### config.mk
export PLATFORM = sky130hd
export DESIGN_NAME = ic_ram_arbiter_flat
export DESIGN_NICKNAME = d
export VERILOG_FILES = /design/src/rtl/ic_ram_arbiter_if.sv /design/src/rtl/ic_ram_arbiter.sv /design/src/flat_wrapper.sv
export SDC_FILE = /design/constraint.sdc
export NUM_CORES = 1
export LEC_CHECK = 0
export ABC_CLOCK_PERIOD_IN_PS = 2200
export CORE_AREA = 8 8 120 122
export CTS_BUF_LIST = sky130_fd_sc_hd__clkbuf_8
export DETAILED_ROUTE_END_ITERATION = 6
export DIE_AREA = 0 0 128 130
export SYNTH_ARGS = -nofsm -noshare
export SYNTH_HDL_FRONTEND = slang
export SYNTH_SLANG_ARGS = --single-unit
### constraint.sdc
create_clock -name g_clk -period 2.2 [get_ports g_clk]
set_input_delay 0.22 -clock g_clk [delete_from_list [all_inputs] [get_ports g_clk]]
set_output_delay 0.22 -clock g_clk [all_outputs]
set_load 0.01 [all_outputs]
### src/rtl/ic_ram_arbiter_if.sv
// CPU memory bus bundle: req/gnt request channel plus recv/ack response channel.
// The "master" view drives requests and accepts responses, and the "slave" view is the opposite side.
interface ic_ram_arbiter_if;
  logic        req;
  logic        wen;
  logic [3:0]  strb;
  logic [31:0] wdata;
  logic [31:0] addr;
  logic        gnt;
  logic        recv;
  logic        ack;
  logic        error;
  logic [31:0] rdata;

  modport master (
    output req, wen, strb, wdata, addr, ack,
    input  gnt, recv, error, rdata
  );

  modport slave (
    input  req, wen, strb, wdata, addr, ack,
    output gnt, recv, error, rdata
  );
endinterface

### src/rtl/ic_ram_arbiter.sv
// Two-master (m0 = instruction port, m1 = data port) to one-slave bus arbiter.
// The request path is a zero-latency mux. Arbitration gives priority to m1, with a starvation escape for m0.
// An order FIFO of master IDs routes each in-order response back to the master that issued the request.
module ic_ram_arbiter #(
  parameter int OUTSTANDING  = 2,
  parameter int STARVE_LIMIT = 4
) (
  input  logic              g_clk,
  input  logic              g_resetn,
  ic_ram_arbiter_if.slave   m0,
  ic_ram_arbiter_if.slave   m1,
  ic_ram_arbiter_if.master  s,
  output logic              resp_orphan
);

  localparam int PTR_W = (OUTSTANDING > 1) ? $clog2(OUTSTANDING) : 1;
  localparam int CNT_W = $clog2(OUTSTANDING + 1);
  localparam int STV_W = (STARVE_LIMIT > 0) ? $clog2(STARVE_LIMIT + 1) : 1;
  localparam logic [CNT_W-1:0] FULL_C  = CNT_W'(OUTSTANDING);
  localparam logic [PTR_W-1:0] LAST_C  = PTR_W'(OUTSTANDING - 1);
  localparam logic [STV_W-1:0] LIMIT_C = STV_W'(STARVE_LIMIT);

  typedef enum logic {ST_IDLE, ST_HOLD} state_e;

  state_e             state_q, state_d;
  logic               owner_q, owner_d;      // 0 = m0, 1 = m1
  logic [STV_W-1:0]   starve_cnt_q, starve_cnt_d;
  logic [PTR_W-1:0]   wr_ptr_q, wr_ptr_d;
  logic [PTR_W-1:0]   rd_ptr_q, rd_ptr_d;
  logic [CNT_W-1:0]   count_q, count_d;
  logic               id_mem [OUTSTANDING];

  logic sel;            // selected master this cycle
  logic starve_force;
  logic fifo_full;
  logic fifo_empty;
  logic head;
  logic push;
  logic pop;

  assign fifo_full  = (count_q == FULL_C);
  assign fifo_empty = (count_q == '0);
  assign head       = id_mem[rd_ptr_q];
  assign push       = s.req && s.gnt;
  assign pop        = s.recv && s.ack && !fifo_empty;

  // Arbiter state and owner register
  always_ff @(posedge g_clk or negedge g_resetn) begin
    if (!g_resetn) begin
      state_q <= ST_IDLE;
      owner_q <= 1'b0;
    end else begin
      state_q <= state_d;
      owner_q <= owner_d;
    end
  end

  // Next state: lock the winner while the slave stalls, and release it once the request is accepted
  always_comb begin
    state_d = state_q;
    owner_d = owner_q;
    case (state_q)
      ST_IDLE: begin
        if (s.req && !s.gnt) begin
          state_d = ST_HOLD;
          owner_d = sel;
        end
      end
      ST_HOLD: begin
        if (push) state_d = ST_IDLE;
      end
      default: state_d = ST_IDLE;
    endcase
  end

  // Request-side outputs: winner selection, payload mux, and grants blocked while the FIFO is full
  always_comb begin
    starve_force = (STARVE_LIMIT != 0) && (starve_cnt_q == LIMIT_C) && m0.req;
    if (state_q == ST_HOLD) sel = owner_q;
    else                    sel = m1.req && !starve_force;
    s.req   = (sel ? m1.req : m0.req) && !fifo_full;
    s.wen   = sel ? m1.wen   : m0.wen;
    s.strb  = sel ? m1.strb  : m0.strb;
    s.wdata = sel ? m1.wdata : m0.wdata;
    s.addr  = sel ? m1.addr  : m0.addr;
    m0.gnt  = s.req && s.gnt && !sel;
    m1.gnt  = s.req && s.gnt &&  sel;
  end

  // Response-side outputs: route to the head master, and discard a response when nothing is outstanding
  always_comb begin
    m0.recv     = s.recv && !fifo_empty && !head;
    m1.recv     = s.recv && !fifo_empty &&  head;
    m0.rdata    = s.rdata;
    m1.rdata    = s.rdata;
    m0.error    = s.error;
    m1.error    = s.error;
    s.ack       = fifo_empty ? s.recv : (head ? m1.ack : m0.ack);
    resp_orphan = s.recv && fifo_empty;
  end

  // Order FIFO pointer and occupancy bookkeeping
  always_comb begin
    wr_ptr_d = wr_ptr_q;
    rd_ptr_d = rd_ptr_q;
    count_d  = count_q;
    if (push) wr_ptr_d = (wr_ptr_q == LAST_C) ? '0 : wr_ptr_q + 1'b1;
    if (pop)  rd_ptr_d = (rd_ptr_q == LAST_C) ? '0 : rd_ptr_q + 1'b1;
    if (push && !pop)      count_d = count_q + 1'b1;
    else if (pop && !push) count_d = count_q - 1'b1;
  end

  // Order FIFO state registers
  always_ff @(posedge g_clk or negedge g_resetn) begin
    if (!g_resetn) begin
      wr_ptr_q <= '0;
      rd_ptr_q <= '0;
      count_q  <= '0;
    end else begin
      wr_ptr_q <= wr_ptr_d;
      rd_ptr_q <= rd_ptr_d;
      count_q  <= count_d;
    end
  end

  // Order FIFO storage holds the ID of each accepted request. Contents need no reset because occupancy is tracked separately.
  always_ff @(posedge g_clk) begin
    if (push) id_mem[wr_ptr_q] <= sel;
  end

  // Starvation counter: count the cycles m0 waits, saturating at the limit
  always_comb begin
    starve_cnt_d = starve_cnt_q;
    if (!m0.req || m0.gnt)            starve_cnt_d = '0;
    else if (starve_cnt_q != LIMIT_C) starve_cnt_d = starve_cnt_q + 1'b1;
  end

  // Starvation counter register
  always_ff @(posedge g_clk or negedge g_resetn) begin
    if (!g_resetn) starve_cnt_q <= '0;
    else           starve_cnt_q <= starve_cnt_d;
  end

endmodule

### src/flat_wrapper.sv
// flat-port wrapper written by rule: the top's interface ports become plain ports
module ic_ram_arbiter_flat 
#(
  parameter int OUTSTANDING  = 2,
  parameter int STARVE_LIMIT = 4
)
  (g_clk, g_resetn, resp_orphan, m0_req, m0_wen, m0_strb, m0_wdata, m0_addr, m0_ack, m0_gnt, m0_recv, m0_error, m0_rdata, m1_req, m1_wen, m1_strb, m1_wdata, m1_addr, m1_ack, m1_gnt, m1_recv, m1_error, m1_rdata, s_req, s_wen, s_strb, s_wdata, s_addr, s_ack, s_gnt, s_recv, s_error, s_rdata);
  ic_ram_arbiter_if m0_i ();
  ic_ram_arbiter_if m1_i ();
  ic_ram_arbiter_if s_i ();
  input  logic g_clk;
  input  logic g_resetn;
  output logic resp_orphan;
  input wire logic [$bits(m0_i.req)-1:0] m0_req;
  input wire logic [$bits(m0_i.wen)-1:0] m0_wen;
  input wire logic [$bits(m0_i.strb)-1:0] m0_strb;
  input wire logic [$bits(m0_i.wdata)-1:0] m0_wdata;
  input wire logic [$bits(m0_i.addr)-1:0] m0_addr;
  input wire logic [$bits(m0_i.ack)-1:0] m0_ack;
  output wire logic [$bits(m0_i.gnt)-1:0] m0_gnt;
  output wire logic [$bits(m0_i.recv)-1:0] m0_recv;
  output wire logic [$bits(m0_i.error)-1:0] m0_error;
  output wire logic [$bits(m0_i.rdata)-1:0] m0_rdata;
  input wire logic [$bits(m1_i.req)-1:0] m1_req;
  input wire logic [$bits(m1_i.wen)-1:0] m1_wen;
  input wire logic [$bits(m1_i.strb)-1:0] m1_strb;
  input wire logic [$bits(m1_i.wdata)-1:0] m1_wdata;
  input wire logic [$bits(m1_i.addr)-1:0] m1_addr;
  input wire logic [$bits(m1_i.ack)-1:0] m1_ack;
  output wire logic [$bits(m1_i.gnt)-1:0] m1_gnt;
  output wire logic [$bits(m1_i.recv)-1:0] m1_recv;
  output wire logic [$bits(m1_i.error)-1:0] m1_error;
  output wire logic [$bits(m1_i.rdata)-1:0] m1_rdata;
  output wire logic [$bits(s_i.req)-1:0] s_req;
  output wire logic [$bits(s_i.wen)-1:0] s_wen;
  output wire logic [$bits(s_i.strb)-1:0] s_strb;
  output wire logic [$bits(s_i.wdata)-1:0] s_wdata;
  output wire logic [$bits(s_i.addr)-1:0] s_addr;
  output wire logic [$bits(s_i.ack)-1:0] s_ack;
  input wire logic [$bits(s_i.gnt)-1:0] s_gnt;
  input wire logic [$bits(s_i.recv)-1:0] s_recv;
  input wire logic [$bits(s_i.error)-1:0] s_error;
  input wire logic [$bits(s_i.rdata)-1:0] s_rdata;
  assign m0_i.req = m0_req;
  assign m0_i.wen = m0_wen;
  assign m0_i.strb = m0_strb;
  assign m0_i.wdata = m0_wdata;
  assign m0_i.addr = m0_addr;
  assign m0_i.ack = m0_ack;
  assign m0_gnt = m0_i.gnt;
  assign m0_recv = m0_i.recv;
  assign m0_error = m0_i.error;
  assign m0_rdata = m0_i.rdata;
  assign m1_i.req = m1_req;
  assign m1_i.wen = m1_wen;
  assign m1_i.strb = m1_strb;
  assign m1_i.wdata = m1_wdata;
  assign m1_i.addr = m1_addr;
  assign m1_i.ack = m1_ack;
  assign m1_gnt = m1_i.gnt;
  assign m1_recv = m1_i.recv;
  assign m1_error = m1_i.error;
  assign m1_rdata = m1_i.rdata;
  assign s_req = s_i.req;
  assign s_wen = s_i.wen;
  assign s_strb = s_i.strb;
  assign s_wdata = s_i.wdata;
  assign s_addr = s_i.addr;
  assign s_ack = s_i.ack;
  assign s_i.gnt = s_gnt;
  assign s_i.recv = s_recv;
  assign s_i.error = s_error;
  assign s_i.rdata = s_rdata;
  ic_ram_arbiter #(.OUTSTANDING(OUTSTANDING), .STARVE_LIMIT(STARVE_LIMIT)) u_core (.g_clk(g_clk), .g_resetn(g_resetn), .m0(m0_i), .m1(m1_i), .s(s_i), .resp_orphan(resp_orphan));
endmodule
==> impl_metrics.toml, run 1 <==
[floorplan]
num_rows = 41
dieArea_um2 = 16640
core_um2 = 12410
die_h_um = 130
dieWidth_um = 128
ios = 321
initial_core_util_pct = 15.83

[min_path]
hold_path_class = "input pin to async pin"

[clock_network]
cts.sinks = 11
clk_pin_slew_ns = 0.05
cts_inserted_buffers = 3
worstSkewPairLatency_ns = 0.24
cts.htree.levels = 1
cts_tree = "yes"
clockBufferDepth = 2
root_buffer = "clkbuf_8"

[grt]
antenna_found_initial = 2
gr-usage-all-layers_pct = 12.73
grt_pass1_vias = 2538
grt_pass1_wl_um = 16110
grt_overflow_total = 0
grt_max_degree = 20

[route]
vias = 2242
drt_iter0_markers = 76
wl_per_cell_um = 21.97
drc = 0
drt_pass1_iterations = 4
drt-total-wl_um = 12390
detail-route-antenna-nets = 0
avgViaCountPerCell = 3.975

[logic_synthesis]
synth_area_um2 = 1966
synth-async-reset-ratio_pct = 81.82
synth_compound_area_share_pct = 3.374
syn_avg_cell_area_um2 = 9.316
ys.flop_type = "dfrtp_1"
synth_fa_ha_area_share_pct = 1.910
yosys_warnings = 0
synth_top_family_by_area = "multiplexers"
synth_xor_area_share_pct = 2.673
ys_ff_latch = 11
synthMuxAreaShare_pct = 41.57
synth-edff-count = 2
synth_nets = 393
synthSimpleGateAreaFrac_pct = 6.684
synth_cell_type_count = 28
syn_inst = 211
seq_area_frac_synth_pct = 14.51

[power]
leakage_nw = 2.035
ir_drop_uv = 326.7
powerDensity_nw_per_um2 = 1141

[worst_setup_path]
critPathSlowestCell = "dfrtp_1"
path_cells = "inv_2 -> ha_4 -> nand3_4 -> a21boi_4 -> buf_6 -> clkbuf_16 -> clkbuf_16 -> mux2_4 -> buf_6"
path_class = "flop to primary output"
path_buf_inv = 5
crit_required_ns = 1.98
r2r_setup_slack_ns = 0.28
startpoint = "u_core.starve_cnt_q[1]"
critPathCaptureType = "primary output"
cp.arrival_ns = 2.02
path_delay_family = "buffers and inverters"
critPathMaxFanout = 8
cpPeakStageDelay_ns = 0.39
start_kind = "flop"

[sta]
fin_crit_sh_pct = 101.8
setup_viol = 41
fin_ws_ns = -0.03980
skew_ns = 0.004534
hold_viol = 0
rsz0062_at_grt = "true"
drv_slew = 0
worst_pin_slew_ns = 0.4818
fin_crit_ns = 2.240
max_slew_margin_pct = 67.88
fmax_mhz = 446.5
finalSetupTns_ns = -0.7914

[cells_and_area]
n_antenna_cell = 0
layout-drive-gt1-share_pct = 44.39
area_growth_pct = 131.9
utilization_pct = 36.72
final_net_count = 575

[placement]
io_buffers = 221
dp_hpwl_um = 9458
gp_congestion = 0.7828

[outcome]
failed_checks = "negative setup slack"
outcome = "finished with violations"

[flow_run]
drv_cap = 0
sequential cells by signal (all words and copies together), names as in the netlist, named ones only:
register	cells
u_core.starve_cnt_q	3
u_core.count_q	2
u_core.id_mem	2
u_core.owner_q	1
u_core.rd_ptr_q	1
u_core.wr_ptr_q	1
layer usage:
| metal | share of wire [%] | track usage [%] | vias up |
|---|---|---|---|
| met5 | 0.19 | 0 | - |
| met3 | 10 | 6.528 | 17 |
| met1 | 39 | 13.72 | 1049 |
| li1 | - | - | 1022 |
| met4 | 0.85 | 1.678 | 4 |
| met2 | 50 | 22.37 | 150 |
cells in the mapped netlist, drive strengths merged, types with 2 or more instances:
library cell | instances | area share [%]
o21ai | 4 | 1.0
mux2i | 4 | 2.0
ha | 3 | 1.9
dfrtp | 9 | 11
mux2 | 69 | 40
edfxtp | 2 | 3.1
inv | 6 | 1.1
nor3 | 4 | 1.0
buf | 74 | 28
nor2 | 10 | 1.9
nand2 | 5 | 0.95
nor2b | 2 | 0.64
nand3 | 2 | 0.51
a21oi | 2 | 0.51
xor2 | 2 | 0.89
xnor2 | 4 | 1.8
placed cells by master, fill, tap and decap left out, drive strengths merged, types with 2 or more instances in the layout:
master	synthesis	final
a21oi	2	2
buf	74	75
clkbuf	0	28
clkdlybuf4s50	0	150
dfrtp	9	9
edfxtp	2	2
ha	3	3
inv	6	6
mux2	69	69
mux2i	4	4
nand2	5	5
nand3	2	2
nor2	10	10
nor2b	2	2
nor3	4	4
o21ai	4	4
xnor2	4	4
xor2	2	2
layout make-up:
| type | count | area (um2) |
|---|---|---|
| Clock buffer | 3 | 41.29 |
| Clock inverter | 1 | 5.005 |
| Fill cell | 1292 | 7856 |
| Inverter | 6 | 22.52 |
| Multi-Input combinational cell | 120 | 1333 |
| Sequential cell | 11 | 285.3 |
| Tap cell | 172 | 215.2 |
| Timing Repair Buffer | 251 | 2656 |
cells by family (layout without fill, tap and decap cells):
kind of cell | count (synthesis) | after routing
DFF | 11 | 11
muxes | 73 | 73
AOI/OAI and AO/OA | 10 | 10
and+or+nand+nor | 28 | 28
buffers and inverters | 80 | 261
xor gates and xnor gates | 6 | 6
adders and majority gates | 3 | 3
stage by stage:
stage	instance area, um2	hold WS (ns)	power [W]	cells	worst slack (ns)
finish	4558	0.2820	0.005201	564	-0.03980
global placement	3963	0.4401	0.003589	542	-0.2510
floorplan	1966	-0.07559	0.002087	211	0.3854
global route	4558	0.3032	0.005498	564	-0.1211
CTS	4220	0.2984	0.004406	551	-0.2029
detailed placement	3963	0.4401	0.003609	542	-0.2449
final timing paths:
path	to	cells after the start
max in group asynchronous	u_core.count_q[1]	1
min in group g_clk	m0_rdata[14]	0
worst max register to register	u_core.count_q[1]	7
worst min-delay path	async pin	1
worst min register to register	u_core.wr_ptr_q	1
worst max-delay path	s_strb[0]	9
report_power, final:
| part | total [W] | switching [W] | internal, W | leakage, nW |
|---|---|---|---|---|
| combinational | 0.00462 | 0.00178 | 0.00285 | 1.88 |
| sequential | 0.000373 | 0.0000707 | 0.000303 | 0.128 |
| clock | 0.000203 | 0.0000785 | 0.000125 | 0.0255 |
| total | 0.00520 | 0.00193 | 0.00327 | 2.03 |
timing repair:
item                       in CTS  in global routing
setup endpoints to repair      71                 72
cloned                          3                  8
pin swaps                       1                  2
buffers inserted                2                  5
hold buffers                    0                  0
gates resized for setup       306                 86
Note: power is estimated with default switching activity, not from simulation.
==> inputs of run 2 (changes only) <==
--- a/config.mk
+++ b/config.mk
@@ -6,10 +6,14 @@
 export NUM_CORES = 1
 export LEC_CHECK = 0
 export ABC_CLOCK_PERIOD_IN_PS = 2200
-export CORE_AREA = 8 8 120 122
+export CELL_PAD_IN_SITES_DETAIL_PLACEMENT = 0
+export CELL_PAD_IN_SITES_GLOBAL_PLACEMENT = 1
+export CORE_ASPECT_RATIO = 0.75
+export CORE_MARGIN = 8
+export CORE_UTILIZATION = 13
 export CTS_BUF_LIST = sky130_fd_sc_hd__clkbuf_8
 export DETAILED_ROUTE_END_ITERATION = 6
-export DIE_AREA = 0 0 128 130
+export PLACE_DENSITY_LB_ADDON = 0.1
 export SYNTH_ARGS = -nofsm -noshare
 export SYNTH_HDL_FRONTEND = slang
 export SYNTH_SLANG_ARGS = --single-unit
==> impl_metrics.toml, run 2 (synthesis results as in run 1) <==
[sta]
fin_crit_ns = 2.197
finalSetupTns_ns = 0
hold_viol = 0
worst_pin_slew_ns = 0.6565
drv_slew = 0
fin_ws_ns = 0.003157
skew_ns = 0.005189
whs_ns = 0.3153
setup_viol = 0
fin_crit_sh_pct = 99.86
max_slew_margin_pct = 56.24
fmax_mhz = 455.2
rsz0062_at_grt = "true"

[clock_network]
root_buffer = "clkbuf_8"
cts_inserted_buffers = 3
cts.sinks = 11
worstSkewPairLatency_ns = 0.24
cts_tree = "yes"
clk_pin_slew_ns = 0.05
clockBufferDepth = 2
cts.htree.levels = 1

[route]
drt_iter0_markers = 46
drc = 0
wl_per_cell_um = 20.37
detail-route-antenna-nets = 0
vias = 2167
drt_pass1_iterations = 4
avgViaCountPerCell = 3.636
drt-total-wl_um = 12140

[grt]
grt_pass1_wl_um = 16240
grt_max_degree = 12
grt_overflow_total = 0
antenna_found_initial = 0
gr-usage-all-layers_pct = 11.42
grt_pass1_vias = 2429

[cells_and_area]
fill_cells = 1607
regMostFlops = "u_core.starve_cnt_q"
layout-drive-gt1-share_pct = 46.29
final_cells = 596
multi_input_area_um2 = 1414
n_antenna_cell = 0
layout.area.seq_um2 = 285.3
area_growth_pct = 144.2
final_common_cell = "clkdlybuf4s50_1"
final_net_count = 574
mostFrequentLayoutCells = "clkdlybuf4s50_1, buf_6, mux2_4, buf_4, nor2_1"
largest_register_ffs = 3
top_regs = "u_core.starve_cnt_q: 3 flops, u_core.count_q: 2 flops, u_core.id_mem: 2 flops"

[placement]
place_inst = 576
dp_hpwl_um = 9918
gp_congestion = 0.7811
io_buffers = 221
pre_cts_slack_ns = -0.3134

[floorplan]
dieWidth_um = 158.0
core_um2 = 15030
initial_core_util_pct = 13.08
ios = 321
dieArea_um2 = 19350
num_rows = 39
die_h_um = 122.5

[worst_setup_path]
critPathMaxFanout = 6
rr_worst_depth = 7
cp.arrival_ns = 1.98
r2r_setup_slack_ns = 0.14
critPathCaptureType = "primary output"
start_kind = "flop"
crit_required_ns = 1.98
path_class = "flop to primary output"

[power]
ir_drop_uv = 314.2
leakage_nw = 2.150
powerDensity_nw_per_um2 = 1141

[min_path]
hold_path_class = "input pin to async pin"

[outcome]
outcome = "finished, final reports clean"

[flow_run]
drv_cap = 0
==> run 2: layer usage <==
metal	part of all wire [%]	up-vias	wire (um)	track usage, %
met5	0	-	0	0
met4	1.1	0	138	1.939
met3	11	14	1306	5.384
met2	50	136	6127	19.87
met1	38	998	4571	12.75
li1	-	1019	-	-
==> run 2: power breakdown <==
group	internal (W)	total [W]	switching (W)	leakage [nW]
registers	0.000302	0.000381	0.0000790	0.128
clock network	0.000123	0.000204	0.0000808	0.0269
logic	0.00310	0.00489	0.00179	1.99
==> run 2: per-stage QoR <==
| stage | utilization, % | instance area (um2) | total power (W) |
|---|---|---|---|
| after floorplan | - | 1966 | 0.002087 |
| after global placement | 26.77 | 4024 | 0.003765 |
| after detailed placement | 26.77 | 4024 | 0.003738 |
| after CTS | 29.09 | 4372 | 0.004948 |
| after global routing | 31.93 | 4800 | 0.005811 |
| final | 31.93 | 4800 | 0.005476 |
==> run 2: path summary, 6_finish.rpt <==
kind | start | end
worst max-delay path | u_core.starve_cnt_q[1] | s_wdata[28]
worst min-delay path | g_resetn | u_core.owner_q
worst max register to register | flop | u_core.count_q[1]
worst min register to register | u_core.wr_ptr_q | u_core.wr_ptr_q
max in group asynchronous | g_resetn | u_core.rd_ptr_q
min in group g_clk | s_rdata[18] | m1_rdata[18]
==> run 2: layout make-up <==
cell class | instances | share of cell area [%]
multi-input cells | 120 | 29.46
flip-flops and latches | 11 | 5.944
well taps | 205 | 5.344
clock inverters | 1 | 0.07821
inverters | 6 | 0.6257
clock buffers | 3 | 0.8603
repair buffers | 250 | 57.69
==> run 2: what timing repair did <==
action                                  4_1_cts  5_1_grt
gates resized for setup                     363      110
pin swaps                                     1        3
buffers inserted                              8        2
endpoints found under the setup margin       71       72
endpoints found under the hold margin         0        0
hold buffers                                  0        0
gates cloned                                  6        3
==> run 2: critical path, cell delays in order, from the launching register on <==
cell,delay (ns)
dfrtp_1,0.38
inv_2,0.07
ha_4,0.15
nand3_4,0.09
a21boi_4,0.16
buf_12,0.13
buf_12,0.15
clkbuf_16,0.16
mux2_4,0.30
buf_6,0.13
==> inputs of run 3 (changes only) <==
--- a/config.mk
+++ b/config.mk
@@ -9,7 +9,7 @@
 export CELL_PAD_IN_SITES_DETAIL_PLACEMENT = 0
 export CELL_PAD_IN_SITES_GLOBAL_PLACEMENT = 1
 export CORE_ASPECT_RATIO = 0.75
-export CORE_MARGIN = 8
+export CORE_MARGIN = 2
 export CORE_UTILIZATION = 13
 export CTS_BUF_LIST = sky130_fd_sc_hd__clkbuf_8
 export DETAILED_ROUTE_END_ITERATION = 6
==> impl_metrics.toml, run 3 (synthesis results as in run 1) <==
[outcome]
outcome = "finished with violations"
failed_checks = "negative setup slack"

[cells_and_area]
design_area_um2 = 4877
area_growth_pct = 148.1
top_regs = "u_core.starve_cnt_q: 3 flops, u_core.count_q: 2 flops, u_core.id_mem: 2 flops"
mostFrequentLayoutCells = "clkdlybuf4s50_1, buf_6, mux2_4, buf_4, nor2_1"
final_net_count = 592
final_cells = 609
regMostFlops = "u_core.starve_cnt_q"
n_antenna_cell = 0
layout-drive-gt1-share_pct = 47.92
fill_cells = 1555
largest_register_ffs = 3
final_common_cell = "clkdlybuf4s50_1"

[worst_setup_path]
r2r_setup_slack_ns = 0.29
start_kind = "flop"
critPathMaxFanout = 8
crit_required_ns = 1.98
startpoint = "u_core.starve_cnt_q[1]"
critPathCaptureType = "primary output"
cp.arrival_ns = 2.04
r2r-start = "u_core.starve_cnt_q[1]"
path_class = "flop to primary output"

[clock_network]
cts_tree = "yes"
clockBufferDepth = 2
root_buffer = "clkbuf_8"
cts.sinks = 11
worstSkewPairLatency_ns = 0.24
cts_hold_buf = 0
cts_inserted_buffers = 3
clk_pin_slew_ns = 0.05
cts.htree.levels = 1

[route]
drc = 0
drt_pass1_iterations = 3
detail-route-antenna-nets = 0
drt-total-wl_um = 10360
vias = 2225
wl_per_cell_um = 17.01
drt_iter0_markers = 64
avgViaCountPerCell = 3.654

[floorplan]
ios = 321
num_rows = 38
dieArea_um2 = 16130
die_h_um = 110.5
dieWidth_um = 146.0
core_um2 = 14640
initial_core_util_pct = 13.42

[sta]
skew_ns = 0.002007
finalSetupTns_ns = -0.2115
drv_slew = 0
worst_pin_slew_ns = 0.4904
max_slew_margin_pct = 67.20
fmax_mhz = 443.3
hold_viol = 0
rsz0062_at_grt = "true"
fin_crit_ns = 2.256
fin_ws_ns = -0.05564
setup_viol = 13
fin_crit_sh_pct = 102.5

[placement]
dp_hpwl_um = 8414
placed_area_um2 = 4068
io_buffers = 221
gp_congestion = 0.7674
place_inst = 576

[grt]
grt_pass1_wl_um = 15320
gr-usage-all-layers_pct = 12.34
grt_overflow_total = 0
grt_max_degree = 11
grt_pass1_vias = 2501
antenna_found_initial = 0

[min_path]
hold_path_class = "input pin to async pin"

[power]
leakage_nw = 2.198
ir_drop_uv = 494.0
powerDensity_nw_per_um2 = 1153

[flow_run]
drv_cap = 0
[run 3: metrics by stage]
step           utilization [%]  setup slack (ns)  hold slack, ns  total power [W]
5_1_grt                  33.30           -0.1627          0.3518         0.005961
3_3_place_gp             27.78           -0.2507          0.4401         0.003824
4_1_cts                  32.10           -0.1846          0.3371         0.005430
6_report                 33.30          -0.05564          0.3123         0.005622
3_5_place_dp             27.78           -0.2879          0.4401         0.003811
2_1_floorplan                -            0.3854        -0.07559         0.002087
[run 3: worst paths after layout]
path | to | cells past startpoint
max in group asynchronous | u_core.rd_ptr_q | 1
hold reg to reg | u_core.wr_ptr_q | 1
setup / recovery | s_addr[18] | 10
min in group g_clk | m1_rdata[15] | 0
hold / removal | async pin | 1
setup reg to reg | u_core.starve_cnt_q[2] | 10
[run 3: worst max-delay path, stage by stage (launching register included)]
cell	delay [ns]
dfrtp_1	0.38
inv_2	0.07
ha_4	0.15
nand3_4	0.09
a21boi_4	0.21
buf_12	0.14
buf_12	0.13
buf_8	0.11
buf_6	0.09
mux2_4	0.29
buf_6	0.12
[run 3: cell type report]
type / count / area [um2] / share of cell area, %
clock buffers: 3 / 41.29 / 0.8466
clock inverters: 1 / 3.754 / 0.07696
inverters: 6 / 22.52 / 0.4618
multi-input cells: 120 / 1386 / 28.42
flip-flops and latches: 11 / 285.3 / 5.849
well taps: 200 / 250.2 / 5.131
repair buffers: 268 / 2888 / 59.21
[run 3: layer usage]
layer / track usage (%) / wire length (um) / part of all wire (%) / up-vias
met2: 23.84 / 5697 / 55 / 140
li1: - / - / - / 1054
met3: 4.174 / 853 / 8.2 / 15
met5: 0 / 0 / 0 / -
met1: 13.34 / 3734 / 36 / 1016
met4: 1.424 / 76 / 0.73 / 0
[run 3: repair_timing]
item,CTS,global route
pin swaps,2,1
endpoints found under the setup margin,71,72
resized for setup,409,60
setup buffers,24,4
cloned,4,1
[run 3: report_power, final]
group	total, W	switching [W]	internal [W]
sequential	0.000388	0.0000856	0.000302
combinational	0.00503	0.00177	0.00326
clock	0.000203	0.0000803	0.000123
total	0.00562	0.00193	0.00369
